**src/rtl/shenjing_instr_loader.sv**
```systemverilog
// shenjing_instr_loader: loads per-tile instruction memories of an X-by-Y NPU
// tile array from a valid/ready command stream, then steps every tile through
// its loaded program in lock-step on run_req.
module shenjing_instr_loader #(
  parameter  int X        = 4,
  parameter  int Y        = 3,
  parameter  int ADDR_W   = 6,
  parameter  int INSTR_W  = 20,
  parameter  int STEP_CYC = 4,
  localparam int ROW_W    = (X > 1) ? $clog2(X) : 1,
  localparam int COL_W    = (Y > 1) ? $clog2(Y) : 1
) (
  input  logic                                   clk_in,
  input  logic                                   rst,
  input  logic                                   cmd_valid,
  output logic                                   cmd_ready,
  input  logic [ROW_W-1:0]                       cmd_row,
  input  logic [COL_W-1:0]                       cmd_col,
  input  logic [INSTR_W-1:0]                     cmd_instr,
  input  logic                                   clear_req,
  input  logic                                   run_req,
  output logic                                   busy,
  output logic                                   done,
  output logic [1:0]                             err,
  output logic [X-1:0][Y-1:0]                    start_instr_b,
  output logic [X-1:0][Y-1:0]                    read_or_write,
  output logic [X-1:0][Y-1:0][ADDR_W-1:0]        addr_count,
  output logic [X-1:0][Y-1:0][INSTR_W-1:0]       instr_in
);

  localparam int PH_W  = (STEP_CYC > 1) ? $clog2(STEP_CYC) : 1;
  localparam int ROW_N = 1 << ROW_W;
  localparam int COL_N = 1 << COL_W;
  localparam logic [ADDR_W:0]  DEPTH   = {1'b1, {ADDR_W{1'b0}}};
  localparam logic [PH_W-1:0]  PH_LAST = PH_W'(STEP_CYC - 1);
  // Coordinate validity as lookup masks, so unreachable codes simply read 0.
  localparam logic [ROW_N-1:0] ROW_MASK = ROW_N'((64'd1 << X) - 64'd1);
  localparam logic [COL_N-1:0] COL_MASK = COL_N'((64'd1 << Y) - 64'd1);

  typedef enum logic [1:0] {IDLE, RUN, DONE} state_t;

  state_t                      state;
  logic [X-1:0][Y-1:0][ADDR_W:0] cnt;
  logic [ADDR_W:0]             maxc;
  logic [ADDR_W:0]             step;
  logic [PH_W-1:0]             phase;
  logic                        run_pend;

  logic                        hs;
  logic                        coord_ok;
  logic [ADDR_W:0]             max_cnt;
  logic [ADDR_W:0]             tgt_cnt;
  logic                        step_adv;
  logic                        run_last;
  logic [ADDR_W:0]             step_nxt;
  logic                        drive_run;

  assign cmd_ready = (state == IDLE) && !clear_req && !rst;
  assign hs        = cmd_valid && cmd_ready;
  assign coord_ok  = ROW_MASK[cmd_row] && COL_MASK[cmd_col];
  assign step_adv  = (phase == PH_LAST);
  assign run_last  = (maxc == '0) ||
                     (step_adv && (step == maxc - (ADDR_W+1)'(1)));

  // Largest loaded program length and the addressed tile's current count.
  always_comb begin
    // NOTE: every always_comb output gets a default first, so no path can infer a latch.
    max_cnt = '0;
    tgt_cnt = '0;
    for (int r = 0; r < X; r++) begin
      for (int c = 0; c < Y; c++) begin
        if (cnt[r][c] > max_cnt) max_cnt = cnt[r][c];
        if (cmd_row == ROW_W'(r) && cmd_col == COL_W'(c)) tgt_cnt = cnt[r][c];
      end
    end
  end

  // Which run step the array shows next cycle, and whether it shows one at all.
  always_comb begin
    step_nxt  = '0;
    drive_run = 1'b0;
    if (state == IDLE) begin
      drive_run = !clear_req && (run_req || run_pend) && !hs;
    end else if (state == RUN) begin
      drive_run = !run_last;
      step_nxt  = step_adv ? step + (ADDR_W+1)'(1) : step;
    end
  end

  // Control FSM, per-tile counts and all registered array outputs.
  always_ff @(posedge clk_in) begin
    if (rst) begin
      // NOTE: cnt is program-length state that the array behaviour depends on, so it is reset explicitly.
      state         <= IDLE;
      cnt           <= '0;
      maxc          <= '0;
      step          <= '0;
      phase         <= '0;
      run_pend      <= 1'b0;
      busy          <= 1'b0;
      done          <= 1'b0;
      err           <= '0;
      start_instr_b <= '1;
      read_or_write <= '0;
      addr_count    <= '0;
      instr_in      <= '0;
    end else begin
      // NOTE: non-blocking only; idle defaults come first and later overrides win.
      start_instr_b <= '1;
      read_or_write <= '0;
      addr_count    <= '0;
      instr_in      <= '0;
      done          <= 1'b0;
      unique case (state)
        IDLE: begin
          if (clear_req) begin
            cnt      <= '0;
            err      <= '0;
            run_pend <= 1'b0;
          end else begin
            if (hs) begin
              if (!coord_ok) begin
                err[1] <= 1'b1;
              end else if (tgt_cnt == DEPTH) begin
                err[0] <= 1'b1;
              end else begin
                for (int r = 0; r < X; r++) begin
                  for (int c = 0; c < Y; c++) begin
                    if (cmd_row == ROW_W'(r) && cmd_col == COL_W'(c)) begin
                      start_instr_b[r][c] <= 1'b0;
                      read_or_write[r][c] <= 1'b1;
                      addr_count[r][c]    <= tgt_cnt[ADDR_W-1:0];
                      instr_in[r][c]      <= cmd_instr;
                      cnt[r][c]           <= tgt_cnt + (ADDR_W+1)'(1);
                    end
                  end
                end
              end
            end
            // A run requested alongside a load waits one cycle so the write strobe completes first.
            if (run_req || run_pend) begin
              if (hs) begin
                run_pend <= 1'b1;
              end else begin
                run_pend <= 1'b0;
                state    <= RUN;
                busy     <= 1'b1;
                maxc     <= max_cnt;
                step     <= '0;
                phase    <= '0;
              end
            end
          end
        end
        RUN: begin
          if (run_last) begin
            state <= DONE;
            busy  <= 1'b0;
            done  <= 1'b1;
          end else begin
            phase <= step_adv ? '0 : phase + PH_W'(1);
            step  <= step_nxt;
          end
        end
        DONE:    state <= IDLE;
        default: state <= IDLE;
      endcase
      // Execute strobes for the step shown next cycle, on tiles whose program reaches it.
      if (drive_run) begin
        for (int r = 0; r < X; r++) begin
          for (int c = 0; c < Y; c++) begin
            if (step_nxt < cnt[r][c]) begin
              start_instr_b[r][c] <= 1'b0;
              addr_count[r][c]    <= step_nxt[ADDR_W-1:0];
            end
          end
        end
      end
    end
  end

endmodule
```
**config.mk**
```make
export PLATFORM = sky130hd
export DESIGN_NAME = shenjing_instr_loader
export DESIGN_NICKNAME = d
export VERILOG_FILES = /design/src/rtl/shenjing_instr_loader.sv
export SDC_FILE = /design/constraint.sdc
export NUM_CORES = 1
export LEC_CHECK = 0
export ABC_AREA = 1
export ABC_CLOCK_PERIOD_IN_PS = 31300
export BUFFER_PORTS_ARGS = -buffer_cell sky130_fd_sc_hd__buf_2
export CORE_ASPECT_RATIO = 1.2
export CORE_MARGIN = 1.5
export CORE_UTILIZATION = 48
export CTS_CLUSTER_DIAMETER = 60
export DETAILED_ROUTE_END_ITERATION = 8
export PLACE_DENSITY_LB_ADDON = 0.3
export SKIP_LAST_GASP = 1
export SLEW_MARGIN = 20
export SYNTH_ARGS = -nofsm -noshare
export SYNTH_HDL_FRONTEND = slang
export SYNTH_SLANG_ARGS = --single-unit
```
**constraint.sdc**
```tcl
create_clock -name clk_in -period 31.3 [get_ports clk_in]
set_input_delay 6.26 -clock clk_in [delete_from_list [all_inputs] [get_ports clk_in]]
set_output_delay 6.26 -clock clk_in [all_outputs]
set_load 0.005 [all_outputs]
```
==> metrics.md <==
| Metric | Value |
|---|---|
| Status | complete, no violations |
| Setup violations, final | 0 |
| Depth of the CTS H-tree | 2 |
| Worst path required time | 31780 ps |
| GR Util All Layers | 0.334 |
| Hold depth | 2 |
| Final Util | 0.590 |
| Chip height | 218 µm |
| Area of the multi-input gates | 8450 µm² |
| Post-CTS Repair Setup Buffers | 0 |
| Skew final | 38.0 ps |
| Nets@finish | 2811 |
| Number of port buffers | 369 |
| R2R cell count | 91 |
| Synth top area cells | dfxtp_1 (48%), ha_1 (10%), nand2_1 (7.6%) |
| Crit end category | register |
| WP buf/inv | 10 |
| DR WL/cell | 21.6 µm |
| Site row count | 78 |
| DRC viols | 0 |
| Post-route insts no fill | 3144 |
| Commonest non-fill, non-tap cell in the layout | dfxtp_1 |
| Ports | 370 |
| CTS tree | yes |
| Initial antenna violation count | 4 |
| Hold endpoint | err[0]$_SDFFE_PP0P_ |
| Die W | 182 µm |
| Core box area | 37900 µm² |
| Worst slew margin | 0.159 |
| Worst r2r src | cnt[6]$_SDFFE_PP0P_ |
| Reg area | 8870 µm² |
| DRT antenna net count | 0 |
| Post-synth EDFFs | 0 |
| Yosys reg bits | 443 |
| Gate Count Post-Synth | 2289 |
| Post-CTS Hold Buffers | 0 |
| Filler cells | 3420 |
| CTS max path bufs | 3 |
| Slew @ Worst Pin | 1260 ps |
| Max-slew violations | 0 |
| Clk slew on worst S/H paths | 60 ps |
| Critical path startpoint category | register |
| Num Clock Sinks | 443 |
| Worst IR drop on VDD | 0.171 mV |
| CTS Buf Count | 46 |
| Period utilization | 0.484 |
| Share of cells above drive strength 1 | 0.204 |
| Post-CTS Resized | 0 |
| Mapped Avg Cell Area | 8.07 µm² |
| Synth top area share | 0.480 |
| Number of global-route vias before repair | 16900 |
| Syn nets | 2470 |
| Layout Area Growth over Synthesis | 20.9% |
| Worst hold-check path type | reg -> reg |
| Final wirelength | 67.9 mm |
| Pre-Repair DR Iteration Count | 8 |
| Hold Fails Final Rpt | 0 |
| Critical path's slowest cell | o21ai_0 |
| Most frequent CP cell | nand2_1 |
| Unique masters post-synth | 53 |
| Clk_lat worst skew | 590 ps |
| Initial Utilization | 0.488 |
| Placed insts | 3062 |
| Via/cell ratio | 5.58 |
| YS warnings | 0 |
| Synth Flop Type | dfxtp_1 |
| Crit path largest cell delay | 510 ps |
| Crit path max fanout | 13 |
| FFs w/ async S/R, synth | 0 |
| Remaining global-route overflow | 0 |
| Final Cell Area | 22400 µm² |
| Critical path arrival | 15640 ps |
| WS Path Type | reg -> reg |
| R2R Setup Slk | 16140 ps |
| DR vias | 17500 |
| Routability congestion estimate | 0.991 |
| Placed cell area | 20800 µm² |
| Post-DP HPWL | 49.2 mm |
| Synthesized area | 18500 µm² |
| Number of max-cap violations | 0 |
| Kind of cell adding the most delay to the critical path | simple AND/OR/NAND/NOR gates |
| HP Start | err[0]$_SDFFE_PP0P_ |
| Synth area leader | dfxtp_1 |
| Fmax | 0.0660 GHz |
| Largest net degree at the start of global routing | 64 |
| Global-route wire length before repair | 100 mm |
| Reg2reg end | maxc[5]$_SDFFE_PP0P_ |
| RSZ-0062 raised after global routing | false |
| Setup_tns | 0 ps |
| Root buf cell | clkbuf_16 |
| Pleak | 0.0107 µW |
| Detailed Route Iter0 Violations | 1589 |
| Most frequent cells in the layout | dfxtp_1 (443), nand2_1 (373), buf_2 (368) |
| Power Density | 133 nW/µm² |
| Sequential area share after synthesis | 0.480 |
| Die area | 39700 µm² |
| Final critical-path required period | 15160 ps |
## synthesized netlist by cell type, types with 8 or more instances
cell	instances
nor2_1	346
o21ai_1	25
nor3_1	9
inv_2	21
ha_1	152
and2_1	13
nand3_1	66
buf_2	20
a211oi_1	11
clkbuf_1	72
a21o_1	14
o21ai_0	138
nand2_2	11
nand2_1	373
xnor2_1	8
inv_1	200
o211ai_1	9
dfxtp_1	443
nand4_1	17
nor2_4	11
a21oi_1	246
## routing by layer
layer	track usage	routed length, µm	up-vias
met2	0.553	31200	1023
met1	0.379	25000	8093
met3	0.0913	7010	271
li1	-	-	8143
met4	0.218	4710	0
met5	0	0	-
## worst max path at each step
stage                         from              endpoint  slack, ps  depth (start not counted)
2_1_floorplan  cnt[6]$_SDFFE_PP0P_  maxc[2]$_SDFFE_PP0P_      18070                        103
3_3_place_gp   cnt[6]$_SDFFE_PP0P_  maxc[3]$_SDFFE_PP0P_      17180                         91
3_5_place_dp   cnt[6]$_SDFFE_PP0P_  maxc[2]$_SDFFE_PP0P_      16540                         90
4_1_cts        cnt[6]$_SDFFE_PP0P_  maxc[5]$_SDFFE_PP0P_      16420                         89
5_1_grt        cnt[6]$_SDFFE_PP0P_  maxc[0]$_SDFFE_PP0P_      14460                         91
6_report       cnt[6]$_SDFFE_PP0P_  maxc[5]$_SDFFE_PP0P_      16140                         91
## worst min-delay path, stage by stage (launching register included)
cell	delay, ps
dfxtp_1	300
nand2_1	60
a21oi_1	60
## metrics by stage
step / power [µW] / worst slack (ps) / hold slack [ps]
floorplan: 1980 / 18070 / 439
global placement: 2310 / 17180 / 450
detailed placement: 2380 / 16540 / 460
CTS: 2940 / 16420 / 469
global route: 3250 / 14460 / 489
finish: 2980 / 16140 / 464
## cells by family (layout without fill, tap and decap cells)
group,Yosys count,count (layout),synth area share
AOI/OAI and AO/OA,481,481,0.142
and+or+nand+nor,877,877,0.202
xor gates and xnor gates,13,13,0.00616
buffers and inverters,323,697,0.0671
DFF,443,443,0.480
other,0,1,0
adders and majority gates,152,152,0.103
## power breakdown
part           switching [µW]  internal [µW]  total [µW]
registers                15.7            580         595
logic                    1180            636        1810
clock network             237            331         568
total                    1430           1550        2980
## state kept, by name, summed over array words and instances (netlist names)
name / count
busy: 1
run_pend: 1
done: 1
phase: 2
addr_count: 72
read_or_write: 12
instr_in: 240
state: 2
cnt: 84
start_instr_b: 12
err: 2
step: 7
maxc: 7
## layout make-up
| cell class | count | area share |
|---|---|---|
| Antenna cell | 1 | 0.000112 |
| Clock buffer | 62 | 0.0587 |
| Clock inverter | 19 | 0.0123 |
| Inverter | 229 | 0.0386 |
| Multi-Input combinational cell | 1523 | 0.378 |
| Sequential cell | 443 | 0.397 |
| Tap cell | 480 | 0.0269 |
| Timing Repair Buffer | 387 | 0.0888 |
Power figures use the tool's default switching activity.
